<file path="src/rtl/strela_reg_master.sv">
// strela_reg_master: in-order WRITE/READ/POLL command queue driving a single-outstanding register bus.
// Latency: a command pushed into an empty queue at cycle N raises reg_req_o.valid at N+2; one idle gap after every response.
// Backpressure: cmd_ready_o drops while the queue is full; reg_req_o is held stable until reg_rsp_i.ready.

typedef struct packed {
   logic [31:0] addr;
   logic        write;
   logic [31:0] wdata;
   logic [3:0]  wstrb;
   logic        valid;
} reg_req_t;

typedef struct packed {
   logic [31:0] rdata;
   logic        error;
   logic        ready;
} reg_rsp_t;

module strela_reg_master #(
   parameter int FIFO_DEPTH   = 4,
   parameter int POLL_TIMEOUT = 1024
) (
   input  logic        clk_i,
   input  logic        rst_ni,
   input  logic        cmd_valid_i,
   output logic        cmd_ready_o,
   input  logic [1:0]  cmd_op_i,
   input  logic [31:0] cmd_addr_i,
   input  logic [31:0] cmd_data_i,
   output reg_req_t    reg_req_o,
   input  reg_rsp_t    reg_rsp_i,
   output logic        rsp_valid_o,
   output logic [31:0] rsp_data_o,
   output logic        rsp_error_o,
   output logic        rsp_timeout_o,
   output logic        busy_o
);

   localparam int PTR_W = (FIFO_DEPTH > 1) ? $clog2(FIFO_DEPTH) : 1;
   localparam int CNT_W = $clog2(POLL_TIMEOUT + 1);

   localparam logic [1:0] OP_WRITE = 2'b00;
   localparam logic [1:0] OP_READ  = 2'b01;
   localparam logic [1:0] OP_POLL  = 2'b10;
   localparam logic [1:0] OP_RSVD  = 2'b11;

   localparam logic [1:0] ST_IDLE   = 2'd0;
   localparam logic [1:0] ST_ACCESS = 2'd1;
   localparam logic [1:0] ST_GAP    = 2'd2;

   localparam logic [PTR_W:0]   FIFO_FULL  = (PTR_W + 1)'(FIFO_DEPTH);
   localparam logic [CNT_W-1:0] POLL_LIMIT = CNT_W'(POLL_TIMEOUT);

   // command queue storage and bookkeeping
   logic [1:0]       fifo_op   [FIFO_DEPTH];
   logic [31:0]      fifo_addr [FIFO_DEPTH];
   logic [31:0]      fifo_data [FIFO_DEPTH];
   logic [PTR_W-1:0] wr_ptr;
   logic [PTR_W-1:0] rd_ptr;
   logic [PTR_W:0]   count;
   logic             full;
   logic             empty;
   logic             push;
   logic             pop;

   // sequencer state
   logic [1:0]       state;
   logic [1:0]       cur_op;
   logic [31:0]      mask;
   logic [CNT_W-1:0] attempts;
   logic [CNT_W-1:0] attempts_inc;
   logic             retry;
   logic             poll_hit;
   reg_req_t         req;

   logic             rsp_valid;
   logic [31:0]      rsp_data;
   logic             rsp_error;
   logic             rsp_timeout;

   logic [1:0]       head_op;
   logic [31:0]      head_addr;
   logic [31:0]      head_data;

   assign full         = (count == FIFO_FULL);
   assign empty        = (count == '0);
   assign push         = cmd_valid_i && !full;
   assign pop          = (state == ST_IDLE) && !empty;
   assign head_op      = fifo_op[rd_ptr];
   assign head_addr    = fifo_addr[rd_ptr];
   assign head_data    = fifo_data[rd_ptr];
   assign attempts_inc = attempts + CNT_W'(1);
   assign poll_hit     = ((reg_rsp_i.rdata & mask) != 32'h0) || reg_rsp_i.error;

   assign cmd_ready_o   = !full;
   assign busy_o        = !empty || (state != ST_IDLE);
   assign reg_req_o     = req;
   assign rsp_valid_o   = rsp_valid;
   assign rsp_data_o    = rsp_data;
   assign rsp_error_o   = rsp_error;
   assign rsp_timeout_o = rsp_timeout;

   // queue payload: written on accept, no reset needed since occupancy gates every read
   always_ff @(posedge clk_i) begin
      if (push) begin
         fifo_op[wr_ptr]   <= cmd_op_i;
         fifo_addr[wr_ptr] <= cmd_addr_i;
         fifo_data[wr_ptr] <= cmd_data_i;
      end
   end

   // queue pointers and occupancy; a simultaneous push and pop leaves the count unchanged
   always_ff @(posedge clk_i or negedge rst_ni) begin
      if (!rst_ni) begin
         wr_ptr <= '0;
         rd_ptr <= '0;
         count  <= '0;
      end else begin
         if (push) wr_ptr <= wr_ptr + PTR_W'(1);
         if (pop)  rd_ptr <= rd_ptr + PTR_W'(1);
         case ({push, pop})
            2'b10:   count <= count + (PTR_W + 1)'(1);
            2'b01:   count <= count - (PTR_W + 1)'(1);
            default: count <= count;
         endcase
      end
   end

   // IDLE -> ACCESS -> GAP -> IDLE sequencer; responses are a single-cycle pulse in GAP
   always_ff @(posedge clk_i or negedge rst_ni) begin
      if (!rst_ni) begin
         state       <= ST_IDLE;
         cur_op      <= OP_WRITE;
         mask        <= '0;
         attempts    <= '0;
         retry       <= 1'b0;
         req         <= '0;
         rsp_valid   <= 1'b0;
         rsp_data    <= '0;
         rsp_error   <= 1'b0;
         rsp_timeout <= 1'b0;
      end else begin
         // response fields read zero outside the pulse
         rsp_valid   <= 1'b0;
         rsp_data    <= '0;
         rsp_error   <= 1'b0;
         rsp_timeout <= 1'b0;
         case (state)
            ST_IDLE: begin
               if (!empty) begin
                  cur_op   <= head_op;
                  mask     <= head_data;
                  attempts <= '0;
                  retry    <= 1'b0;
                  if (head_op == OP_RSVD) begin
                     // reserved op never touches the bus
                     state     <= ST_GAP;
                     rsp_valid <= 1'b1;
                     rsp_error <= 1'b1;
                  end else begin
                     state       <= ST_ACCESS;
                     req.valid   <= 1'b1;
                     req.addr    <= head_addr;
                     req.write   <= (head_op == OP_WRITE);
                     req.wdata   <= (head_op == OP_WRITE) ? head_data : 32'h0;
                     req.wstrb   <= (head_op == OP_WRITE) ? 4'hF : 4'h0;
                  end
               end
            end
            ST_ACCESS: begin
               if (reg_rsp_i.ready) begin
                  req.valid <= 1'b0;
                  state     <= ST_GAP;
                  if (cur_op != OP_POLL) begin
                     rsp_valid <= 1'b1;
                     rsp_data  <= (cur_op == OP_READ) ? reg_rsp_i.rdata : 32'h0;
                     rsp_error <= reg_rsp_i.error;
                  end else if (poll_hit) begin
                     rsp_valid <= 1'b1;
                     rsp_data  <= reg_rsp_i.rdata;
                     rsp_error <= reg_rsp_i.error;
                  end else begin
                     attempts <= attempts_inc;
                     if (attempts_inc == POLL_LIMIT) begin
                        rsp_valid   <= 1'b1;
                        rsp_data    <= reg_rsp_i.rdata;
                        rsp_timeout <= 1'b1;
                     end else begin
                        retry <= 1'b1;
                     end
                  end
               end
            end
            ST_GAP: begin
               if (retry) begin
                  // re-issue the same read; address and strobes are still loaded
                  retry     <= 1'b0;
                  req.valid <= 1'b1;
                  state     <= ST_ACCESS;
               end else begin
                  state <= ST_IDLE;
               end
            end
            default: state <= ST_IDLE;
         endcase
      end
   end

endmodule

</file>
<file path="config.mk">
export PLATFORM = sky130hd
export DESIGN_NAME = strela_reg_master
export DESIGN_NICKNAME = d
export VERILOG_FILES = /design/src/rtl/strela_reg_master.sv
export SDC_FILE = /design/constraint.sdc
export NUM_CORES = 1
export LEC_CHECK = 0
export BUFFER_PORTS_ARGS = -buffer_cell sky130_fd_sc_hd__buf_2
export CORE_AREA = 5 5 191 230
export CTS_BUF_LIST = sky130_fd_sc_hd__clkbuf_4
export DETAILED_ROUTE_END_ITERATION = 10
export DIE_AREA = 0 0 196 235
export SYNTH_ARGS = -nofsm -noshare
export SYNTH_HDL_FRONTEND = slang
export SYNTH_SLANG_ARGS = --single-unit
</file>
<file path="constraint.sdc">
create_clock -name clk_i -period 4.75 [get_ports clk_i]
set_input_delay 0.2375 -clock clk_i [delete_from_list [all_inputs] [get_ports clk_i]]
set_output_delay 0.2375 -clock clk_i [all_outputs]
set_load 0.01 [all_outputs]
</file>
### After elaboration in Yosys (flattened, before gate mapping)

Memories as Yosys holds them, arrays and structs flattened. A register that Yosys moved wholly into a read port is not among the register bits.
Cells that the tools add are included.

* bits in registers: 128
* bits in writable memories: 264
* input port bits: 103
* output and inout bits: 107
* memories kept: 3

Memory list
* fifo_addr: words 4, width 32, read ports 1, clocked after Yosys merged registers in 1, write ports 1, line 56 `logic [31:0] fifo_addr [FIFO_DEPTH];`
* fifo_data: words 4, width 32, read ports 1, clocked after Yosys merged registers in 0, write ports 1, line 57 `logic [31:0] fifo_data [FIFO_DEPTH];`
* fifo_op: words 4, width 2, read ports 1, clocked after Yosys merged registers in 0, write ports 1, line 55 `logic [1:0] fifo_op [FIFO_DEPTH];`

* add/subtract/negate cells: 5
* equality and inequality tests: 16
* multiplexer cells: 47
* bitwise logic cells: 3
* reduce and logical (&&, ||, !) cells: 21

Operator list (count)
* $mux W32: 7
* $mux W11: 4
* $and A32 B32 Y32: 1
* $reduce_bool A32 Y1: 1
* $mux W1: 25
* $pmux W11 S2: 1
* $ne A2 B2 Y1 const B: 8
* $add A11 B1 Y11 const B: 1
* $eq A11 B11 Y1 const B: 1
* $reduce_and A5 Y1: 2
* $eq A2 B1 Y1 const B: 3
* $eq A2 B2 Y1 const B: 3
* $mux W2: 3
* $pmux W1 S3: 2
* $pmux W2 S3: 1
* $pmux W3 S2: 1
* $reduce_and A6 Y1: 1
* $reduce_bool A2 Y1: 3
* $add A2 B1 Y2 const B: 2
* $logic_not A2 Y1: 2
* $mux W4: 1
* $pmux W1 S2: 2
* $reduce_and A2 Y1: 2
* $add A3 B1 Y3 const B: 1
* other kinds (9): 14

### Depth between registers and ports, before layout

Gate-level depths: netlist (run 1).

* word-level depth: 7
* mapped depth: 12
* mapped depth without buffers: 10

### Worst setup path before layout (run 1)

No wires, ideal clock.

* path type: reg-to-reg
* from: reg count[0]
* to: mem fifo_addr[0][0], enable pin
* setup time: 0.432 ns
* data arrival time: 2.246 ns
* data required time: 4.318 ns
* setup slack: 2.073 ns
* cell stages (with the launch flop): 4
* buffers on the path: 0
* clock period less this slack: 2.677 ns
* cells stage by stage: dfrtp_1 > inv_1 > nand3_1 > and3_1

* word-level cells in the longest chain between the ends: 5

Ends and longest elaborated chain
* start: declaration: line 60 `logic [PTR_W:0] count;`
* start signal: assignment: line 122 `2'b10: count <= count + (PTR_W + 1)'(1);`
* start signal: assignment: line 123 `2'b01: count <= count - (PTR_W + 1)'(1);`
* start signal: assignment: line 124 `default: count <= count;`
* $eq A3 B3 Y1: line 85 `assign full = (count == FIFO_FULL);`
* $logic_not A1 Y1
* net cmd_ready_o: line 26 `output logic cmd_ready_o,`
* $logic_and A1 B1 Y1: line 87 `assign push = cmd_valid_i && !full;`
* $mux W1: line 105 `if (push) begin`
* $mux W1 (implied by the code): line 107 `fifo_addr[wr_ptr] <= cmd_addr_i;`
* end: declaration: line 56

The timed path passes the listed nets, and every way through them passes these cells.

### Final worst setup path (run 1)

* from: reg count[0]
* to: reg reg_req_o[45] (netlist name)

* word-level cells in the longest chain between the ends: 3

Ends and longest elaborated chain
* $logic_not A3 Y1: line 86 `assign empty = (count == '0);`
* $not A1 Y1 (no line)
* $reduce_and A3 Y1 (no line)

Every way passes these cells.
A chain may end at the register's enable or synchronous reset.

==> results of run 1 <==
[per-layer routing]
layer | global-route usage | vias up | wire, µm
met4 | 0.0595 | 8 | 724
met3 | 0.0466 | 54 | 2340
li1 | - | 4496 | -
met1 | 0.217 | 4903 | 16400
met5 | 0 | - | 45
met2 | 0.285 | 294 | 19500
[Yosys cell counts, types with 4 or more instances]
master    count  area, µm²
a211o_1       4       35.0
a21oi_1       4       20.0
a22o_1       32        280
a22oi_1      15        113
a31o_2        5       43.8
and3_1        8       50.1
buf_2         8       40.0
buf_4         7       52.6
buf_6         5       56.3
clkbuf_1     32        120
dfrtp_1     156       3900
edfxtp_1    264       7930
ha_1          7       87.6
inv_1         9       33.8
mux2_1       22        248
mux2_2       10        113
mux4_2       66       1490
nand2_1     152        571
nand2b_1      8       50.1
nand3_1      15       75.1
nand4_1      19        119
nor2_1        5       18.8
nor3_1       12       60.1
nor3b_1       5       37.5
nor3b_2      29        363
o21ai_0       5       25.0
o21ai_1       4       20.0
xnor2_1       6       52.6
[power by group]
| part | total (mW) | internal [mW] | switching [mW] |
|---|---|---|---|
| logic | 3.64 | 1.58 | 2.07 |
| registers | 5.43 | 4.91 | 0.525 |
| clock network | 2.89 | 1.44 | 1.44 |
| total | 12.0 | 7.92 | 4.04 |
[cells by family after synthesis]
family          Yosys count  share of synthesized area
simple gates            270                     0.0907
flops                   420                      0.723
compound gates           83                     0.0418
mux                      99                      0.113
buf+inv                  65                     0.0194
fa+ha+maj                 8                    0.00658
xor+xnor                  9                    0.00482
[worst min-delay path by stage]
| stage | from | end | slack [ps] | depth (start not counted) |
|---|---|---|---|---|
| detailed placement | rst_ni | rsp_data_o[2] | 290 | 1 |
| finish | cmd_addr_i[27] | fifo_addr[0][27] | 200 | 2 |
| CTS | cmd_addr_i[10] | fifo_addr[2][10] | 70 | 2 |
| floorplan | rst_ni | attempts[0] | -60 | 0 |
| global placement | rst_ni | rsp_data_o[17] | 290 | 1 |
| global route | cmd_data_i[14] | fifo_data[1][14] | 120 | 2 |
[through the flow]
step / utilization / worst slack (ps) / power (mW)
after floorplan: - / 2070 / 7.83
after global placement: 0.433 / 1720 / 9.12
after detailed placement: 0.433 / 1680 / 9.20
after CTS: 0.491 / 1650 / 12.2
after global routing: 0.491 / 1390 / 12.8
final: 0.491 / 1720 / 12.0
[state kept, by name, summed over array words and instances (netlist names)]
signal / cells
fifo_addr: 128
fifo_data: 128
reg_req_o: 66
mask: 32
rsp_data_o: 32
attempts: 11
fifo_op: 8
count: 3
cur_op: 2
rd_ptr: 2
state: 2
wr_ptr: 2
retry: 1
rsp_error_o: 1
rsp_timeout_o: 1
rsp_valid_o: 1
[cell type report]
type                            count  area, µm²  area share
Antenna cell                        3       7.51    0.000369
Clock buffer                      147       1100      0.0542
Clock inverter                     50        213      0.0105
Inverter                           10       37.5     0.00184
Multi-Input combinational cell    469       4250       0.209
Sequential cell                   420      11800       0.582
Tap cell                          546        683      0.0336
Timing Repair Buffer              325       2210       0.109
[critical path, cell delays in order, from the launching register on]
cell and delay, ps:
dfrtp_1 400, nor3_1 290, nand2b_1 150, buf_4 380, inv_2 380, nand2_4 820
mux2_2 420
==> impl_metrics.env, run 1 <==
export IMPL_status="finished clean"
export IMPL_yosysWarningCount=0
export IMPL_critPathLaunch="count[0]"
export IMPL_ctsHoldBuffers=104
export IMPL_gp_congestion=0.857
export IMPL_syn_num_nets=1065
export IMPL_ys_seq_area_frac=0.723
export IMPL_endpoint="reg_req_o[45]"
export IMPL_tightestPinTransition_ps=1270
export IMPL_synth_edf_count=264
export IMPL_drc=0
export IMPL_vias=9755
export IMPL_netlist_area_um2=16400
export IMPL_synth_ff_type="edfxtp_1"
export IMPL_antenna_found_initial=7
export IMPL_maxSlewHeadroom=0.151
export IMPL_finalNonFillerCells=1970
export IMPL_wirelength_um=39000
export IMPL_clockBufferDepth=3
export IMPL_period_share=0.637
export IMPL_rsz0062_at_grt="false"
export IMPL_grt_max_degree=95
export IMPL_async_flop_share=0.371
export IMPL_leakage_nw=8.20
export IMPL_hpwl_um=24300
export IMPL_fin_setup_tns_ps=0
export IMPL_grt_pass1_wl_um=61200
export IMPL_io_buffers=209
export IMPL_synth_cells=954
export IMPL_grt_ovfl_total=0
export IMPL_area_growth_pct=24.4
export IMPL_die_h_um=235
export IMPL_dp_cells=1666
export IMPL_clk_latency_ps=800
export IMPL_fin_hold_ws_ps=197
export IMPL_die_width_um=196
export IMPL_synth_seq_cells=420
export IMPL_min_path_type="in -> reg"
export IMPL_endpoint_kind="register"
export IMPL_drtIter0Drc=497
export IMPL_first_global_vias=10700
export IMPL_die_area_um2=46100
export IMPL_layout_common_cells="edfxtp_1, buf_2, dfrtp_1"
export IMPL_r2r_slack_ps=1720
export IMPL_cts_root_buf="clkbuf_4"
export IMPL_skew_ps=47.3
export IMPL_finish_instance_area_um2=20300
export IMPL_clock_fmax_mhz=330
export IMPL_slew_viol_final=0
export IMPL_nets=1441
export IMPL_hold_violations=0
export IMPL_yosysUniqueCellTypes=54
export IMPL_crit_fanout=65
export IMPL_cts_buffers_inserted=104
export IMPL_pin_count=210
export IMPL_place_area_um2=18000
export IMPL_ir_drop_v=0.000359
export IMPL_cts_setup_buffers=0
export IMPL_drive_above_1_share=0.355
export IMPL_avgRoutedWirePerCell_um=19.8
export IMPL_r2r_start="count[0]"
export IMPL_syn_area_per_cell_um2=17.1
export IMPL_power_density_nw_per_um2=588
export IMPL_worst_setup_path_start_kind="register"
export IMPL_first_pass_iters=5
export IMPL_finalSetupViolations=0
export IMPL_grt_use_total=0.171
export IMPL_cts_tree="done"
export IMPL_r2r_end="reg_req_o[45]"
export IMPL_reg2regPathDepth=6
export IMPL_max_cap_violations=0
export IMPL_post_cts_resized=0
export IMPL_fp_row_count=82
export IMPL_initial_core_util=0.395
export IMPL_viasPerCell=4.95
export IMPL_cts_sinks=420
export IMPL_path_class="reg -> reg"
export IMPL_worstPathArrival_ps=3690
export IMPL_cts_max_level=3
export IMPL_cts_clk_slew_worst_paths_ps=70
export IMPL_antenna_left=0
export IMPL_core_area_um2=41400
export IMPL_final_common_cell="edfxtp_1"
export IMPL_critical_path_required_ps=5410
export IMPL_fillers=3653
export IMPL_period_needed_ps=3030
Note: power is estimated with default switching activity, not from simulation.
==> run 2, diff against run 1 <==
==> constraint.sdc (replaced) <==
create_clock -name clk_i -period 2.5 [get_ports clk_i]
set_input_delay 0.125 -clock clk_i [delete_from_list [all_inputs] [get_ports clk_i]]
set_output_delay 0.125 -clock clk_i [all_outputs]
set_load 0.01 [all_outputs]
==> run 2 against run 1 <==
Compared with the run above:
- setup slack worse by 1500 ps
- design area increased by 3.1%
- global-route usage is 0.13 points lower
- total power grew 94%
- die area did not move
- hold slack worse by 110 ps
- final cell count rose by 2.2%
- clock power is 92% higher
- sequential share of layout area fell by 1.8 points
- combinational power rose by 110%
- clock skew grew 11 ps
- sequential cell count is the same
- critical path type unchanged
- largest power group unchanged
==> impl_metrics.env, run 2 (synthesis results as in run 1) <==
export IMPL_fp_row_count=82
export IMPL_clock_fmax_mhz=446
export IMPL_cts_max_level=3
export IMPL_p_int_mw=15.5
export IMPL_skew_ps=58.1
export IMPL_hpwl_um=24900
export IMPL_avgRoutedWirePerCell_um=19.4
export IMPL_crit_fanout=33
export IMPL_crit_path_cell_trace="nand3_4 -> or4_4 -> a2111oi_4 -> a311oi_4 -> buf_12 -> nor3b_1"
export IMPL_post_route_util=0.506
export IMPL_ir_drop_v=0.000549
export IMPL_fin_setup_tns_ps=0
export IMPL_clk_latency_ps=820
export IMPL_r2r_slack_ps=260
export IMPL_crit_family="simple AND/OR/NAND/NOR gates"
export IMPL_gp_congestion=0.907
export IMPL_cp_num_buf_inv=1
export IMPL_r2r_start="attempts[5]"
export IMPL_post_place_ws_ps=229
export IMPL_grt_pass1_wl_um=61100
export IMPL_min_path_type="in -> reg"
export IMPL_critPathLaunch="attempts[5]"
export IMPL_area_growth_pct=28.3
export IMPL_pin_count=210
export IMPL_cts_clk_slew_worst_paths_ps=70
export IMPL_r2r_end="rsp_data_o[31]"
export IMPL_cts_setup_buffers=0
export IMPL_min_delay_path_depth=2
export IMPL_vias=9933
export IMPL_holdPathEnd="fifo_data[0][7]"
export IMPL_holdCritStartpoint="cmd_data_i[7]"
export IMPL_drc=0
export IMPL_fin_hold_ws_ps=91.8
export IMPL_finalSetupViolations=0
export IMPL_drtIter0Drc=471
export IMPL_critical_path_required_ps=3200
export IMPL_cts_sinks=420
export IMPL_maxSlewHeadroom=0.635
export IMPL_max_cap_violations=0
export IMPL_cpMaxStageDelayCell="or4_4"
export IMPL_core_area_um2=41400
export IMPL_cts_root_buf="clkbuf_4"
export IMPL_grt_ovfl_total=0
export IMPL_io_buffers=209
export IMPL_period_needed_ps=2240
export IMPL_rsz0062_at_grt="false"
export IMPL_power_density_nw_per_um2=1110
export IMPL_clockBufferDepth=3
export IMPL_layout_common_cells="edfxtp_1, buf_2, dfrtp_1"
export IMPL_grt_max_degree=57
export IMPL_grt_use_total=0.170
export IMPL_finalNonFillerCells=2013
export IMPL_hold_violations=0
export IMPL_cts_tree="done"
export IMPL_viasPerCell=4.93
export IMPL_fillers=3556
export IMPL_die_area_um2=46100
export IMPL_setup_ws_ps=256
export IMPL_comb_power_share=0.326
export IMPL_nets=1496
export IMPL_die_h_um=235
export IMPL_slew_viol_final=0
export IMPL_final_common_cell="edfxtp_1"
export IMPL_status="finished clean"
export IMPL_pwr_share_seq=0.435
export IMPL_worstPathArrival_ps=2950
export IMPL_tightestPinTransition_ps=548
export IMPL_drive_above_1_share=0.361
export IMPL_initial_core_util=0.395
export IMPL_die_width_um=196
export IMPL_dp_cells=1686
export IMPL_p_switching_mw=7.72
export IMPL_antenna_found_initial=6
export IMPL_leakage_nw=8.51
export IMPL_worst_setup_path_start_kind="register"
export IMPL_switching_share=0.333
export IMPL_path_class="reg -> reg"
export IMPL_endpoint_kind="register"
export IMPL_wirelength_um=39000
export IMPL_cts_buffers_inserted=102
export IMPL_max_stage_delay_ps=560
export IMPL_first_global_vias=10900
export IMPL_reg2regPathDepth=6
export IMPL_antenna_left=0
export IMPL_first_pass_iters=5
export IMPL_clockPowerShare=0.239
export IMPL_period_share=0.898
run 2: changes by cell type in the layout (fill, tap and decap cells not counted), sizes merged:
cell         previous run  this run
clkinvlp                4         1
buf                   222       242
inv                    12        14
bufinv                  0         1
clkbuf                147       151
dlygate4sd3           103       140
clkinv                 44        26
run 2: final cells by class:
| type | count | area [µm²] | area share |
|---|---|---|---|
| Clock inverter | 32 | 161 | 0.00769 |
| Sequential cell | 420 | 11800 | 0.564 |
| Timing Repair Buffer | 382 | 2880 | 0.137 |
| Clock buffer | 151 | 1130 | 0.0540 |
| Antenna cell | 3 | 7.51 | 0.000358 |
| Inverter | 10 | 37.5 | 0.00179 |
| Multi-Input combinational cell | 469 | 4240 | 0.202 |
| Tap cell | 546 | 683 | 0.0325 |
run 2: power groups by stage:
stage / clock network (mW) / logic, mW / registers, mW
2_1_floorplan: 0 / 4.61 / 10.2
3_3_place_gp: 0 / 7.46 / 10.2
3_5_place_dp: 0 / 7.56 / 10.2
4_1_cts: 5.77 / 7.77 / 10.1
5_1_grt: 6.14 / 8.30 / 10.3
6_report: 5.54 / 7.56 / 10.1
run 2: timing repair:
| item | in CTS | in global routing |
|---|---|---|
| resized for setup | 0 | 0 |
| hold endpoints to repair | 533 | 0 |
| hold buffers | 141 | 0 |
run 2: metrics by stage:
| stage | total power, mW | cell area, µm² |
|---|---|---|
| after floorplan | 14.8 | 16400 |
| after global placement | 17.6 | 18300 |
| after detailed placement | 17.8 | 18300 |
| after CTS | 23.6 | 21000 |
| after global routing | 24.7 | 21000 |
| final | 23.2 | 21000 |
run 2: worst max-delay path by stage:
stage	to	slack (ps)	cells past startpoint
2_1_floorplan	count[2]	70	12
3_3_place_gp	rsp_data_o[29]	290	7
3_5_place_dp	rsp_data_o[31]	230	6
4_1_cts	rsp_data_o[31]	240	6
5_1_grt	rsp_data_o[31]	100	6
6_report	rsp_data_o[31]	260	6
run 2: worst reg2reg max path, cell delays in order, from the launching register on:
cell and delay, ps:
dfrtp_1 460, nand3_4 130, or4_4 560, a2111oi_4 430, a311oi_4 150, buf_12 210
nor3b_1 220
run 2: routing by layer:
layer | vias up | routed length [µm] | part of all wire | GRT usage
met5 | - | 41 | 0.0011 | 0
met4 | 6 | 887 | 0.023 | 0.0641
met3 | 59 | 2380 | 0.061 | 0.0474
met2 | 297 | 19600 | 0.50 | 0.285
met1 | 4978 | 16100 | 0.41 | 0.210
li1 | 4593 | - | - | -
==> run 3, diff against run 2 <==
--- a/config.mk
+++ b/config.mk
@@ -6,10 +6,14 @@
 export NUM_CORES = 1
 export LEC_CHECK = 0
 export BUFFER_PORTS_ARGS = -buffer_cell sky130_fd_sc_hd__buf_2
+export CELL_PAD_IN_SITES_DETAIL_PLACEMENT = 2
+export CELL_PAD_IN_SITES_GLOBAL_PLACEMENT = 2
 export CORE_AREA = 5 5 191 230
 export CTS_BUF_LIST = sky130_fd_sc_hd__clkbuf_4
 export DETAILED_ROUTE_END_ITERATION = 10
 export DIE_AREA = 0 0 196 235
+export HOLD_SLACK_MARGIN = 0.02
+export PLACE_DENSITY_LB_ADDON = 0.1
 export SYNTH_ARGS = -nofsm -noshare
 export SYNTH_HDL_FRONTEND = slang
 export SYNTH_SLANG_ARGS = --single-unit
==> constraint.sdc (replaced) <==
create_clock -name clk_i -period 2.5 [get_ports clk_i]
set_input_delay 0.5 -clock clk_i [delete_from_list [all_inputs] [get_ports clk_i]]
set_output_delay 0.5 -clock clk_i [all_outputs]
set_load 0.01 [all_outputs]
==> run 3 against run 2 <==
Compared with the run above:
- non-clock buffer count decreased by 27
- die area unchanged
- largest power group unchanged
- utilization decreased by 0.41 points
==> impl_metrics.env, run 3 (synthesis results as in run 1) <==
export IMPL_max_cap_violations=0
export IMPL_holdPathEnd="attempts[10]"
export IMPL_drc=0
export IMPL_cp_num_buf_inv=1
export IMPL_crit_family="simple AND/OR/NAND/NOR gates"
export IMPL_crit_path_cell_trace="ha_1 -> nand4_1 -> or4_4 -> a2111oi_4 -> a311oi_4 -> buf_12 -> nor3b_1"
export IMPL_fin_setup_tns_ps=0
export IMPL_core_area_um2=41400
export IMPL_maxSlewHeadroom=0.439
export IMPL_leakage_nw=8.48
export IMPL_status="finished clean"
export IMPL_hold_violations=0
export IMPL_pin_count=210
export IMPL_endpoint_kind="register"
export IMPL_layout_common_cells="edfxtp_1, buf_2, clkbuf_4"
export IMPL_gp_congestion=0.836
export IMPL_tightestPinTransition_ps=842
export IMPL_cts_max_level=3
export IMPL_drtIter0Drc=425
export IMPL_cts_sinks=420
export IMPL_cpMaxStageDelayCell="or4_4"
export IMPL_cts_clk_slew_worst_paths_ps=70
export IMPL_io_buffers=209
export IMPL_wirelength_um=45300
export IMPL_ir_drop_v=0.000574
export IMPL_hpwl_um=28500
export IMPL_r2r_slack_ps=200
export IMPL_crit_fanout=33
export IMPL_min_delay_path_depth=3
export IMPL_viasPerCell=5.06
export IMPL_period_share=0.919
export IMPL_reg2regPathDepth=7
export IMPL_cts_tree="done"
export IMPL_avgRoutedWirePerCell_um=22.6
export IMPL_die_area_um2=46100
export IMPL_grt_max_degree=63
export IMPL_r2r_end="rsp_data_o[27]"
export IMPL_power_density_nw_per_um2=1150
export IMPL_finalSetupViolations=0
export IMPL_cts_setup_buffers=0
export IMPL_finalPower_mw=23.9
export IMPL_grt_ovfl_total=0
export IMPL_first_global_vias=11800
export IMPL_holdCritStartpoint="reg_rsp_i[0]"
export IMPL_max_stage_delay_ps=520
export IMPL_path_class="reg -> reg"
export IMPL_clock_fmax_mhz=435
export IMPL_fp_row_count=82
export IMPL_clk_latency_ps=810
export IMPL_die_h_um=235
export IMPL_antenna_found_initial=7
export IMPL_vias=10200
export IMPL_final_common_cell="edfxtp_1"
export IMPL_min_path_type="in -> reg"
export IMPL_critical_path_required_ps=3200
export IMPL_initial_core_util=0.395
export IMPL_cts_buffers_inserted=109
export IMPL_nets=1476
export IMPL_antenna_left=0
export IMPL_fillers=3916
export IMPL_setup_ws_ps=203
export IMPL_r2r_start="attempts[0]"
export IMPL_die_width_um=196
export IMPL_grt_use_total=0.201
export IMPL_worstPathArrival_ps=3000
export IMPL_skew_ps=65.4
export IMPL_drive_above_1_share=0.381
export IMPL_worst_setup_path_start_kind="register"
export IMPL_grt_pass1_wl_um=71500
export IMPL_clockBufferDepth=3
export IMPL_first_pass_iters=4
export IMPL_cts_root_buf="clkbuf_4"
export IMPL_post_place_ws_ps=-20.0
export IMPL_slew_viol_final=0
export IMPL_rsz0062_at_grt="false"
export IMPL_period_needed_ps=2300
export IMPL_area_growth_pct=27.3
-- run 3: cell types whose count changed in the layout (fill, tap and decap cells not counted), sizes merged --
cell         previous run  this run
dlygate4sd3           140       100
clkinv                 26        37
diode                   3         5
inv                    14        11
clkbuf                151       163
buf                   242       255
-- run 3: tightest hold or removal path, delay by kind of cell --
| kind | cells | cell delay [ps] |
|---|---|---|
| and+or+nand+nor | 2 | 180 |
| buffers and inverters | 1 | 210 |
-- run 3: how the worst max path moves through the flow --
stage / start / endpoint / slack [ps] / depth (start not counted)
global route: attempts[0] / rsp_data_o[10] / 10 / 7
floorplan: state[1] / count[2] / 70 / 12
CTS: count[0] / busy_o / 120 / 3
finish: attempts[0] / rsp_data_o[27] / 200 / 7
global placement: reg_rsp_i[3] / rsp_data_o[29] / -7 / 8
detailed placement: reg_rsp_i[3] / rsp_valid_o / -20 / 8
-- run 3: layout make-up --
| cell class | count | area, µm² | area share |
|---|---|---|---|
| well taps | 546 | 683 | 0.0328 |
| multi-input cells | 469 | 4250 | 0.204 |
| inverters | 10 | 37.5 | 0.00180 |
| repair buffers | 355 | 2590 | 0.124 |
| clock buffers | 163 | 1220 | 0.0588 |
| clock inverters | 40 | 190 | 0.00913 |
| diodes | 5 | 12.5 | 0.000601 |
| flip-flops and latches | 420 | 11800 | 0.569 |
-- run 3: what timing repair did --
action | in CTS | in global routing
hold buffers | 100 | 0
hold endpoints to repair | 398 | 0
gates resized for setup | 1 | 0
endpoints found under the setup margin | 1 | 0
-- run 3: per-layer routing --
layer | up-vias | part of all wire | track usage
met4 | 4 | 0.022 | 0.0703
met1 | 5240 | 0.41 | 0.251
met5 | - | 0.00060 | 0
met2 | 304 | 0.51 | 0.342
met3 | 69 | 0.056 | 0.0509
li1 | 4547 | - | -
-- run 3: power breakdown --
group | internal, mW | switching [mW]
Sequential | 9.32 | 0.839
Clock | 3.09 | 2.86
Combinational | 3.31 | 4.51
-- run 3: metrics by stage --
| stage | hold WS (ps) | util | instances | cell area, µm² |
|---|---|---|---|---|
| finish | 150 | 0.502 | 2008 | 20800 |
| global placement | 469 | 0.444 | 1700 | 18400 |
| floorplan | 204 | - | 954 | 16400 |
| global route | 101 | 0.502 | 2006 | 20800 |
| detailed placement | 473 | 0.444 | 1700 | 18400 |
| CTS | 24.9 | 0.502 | 2003 | 20800 |
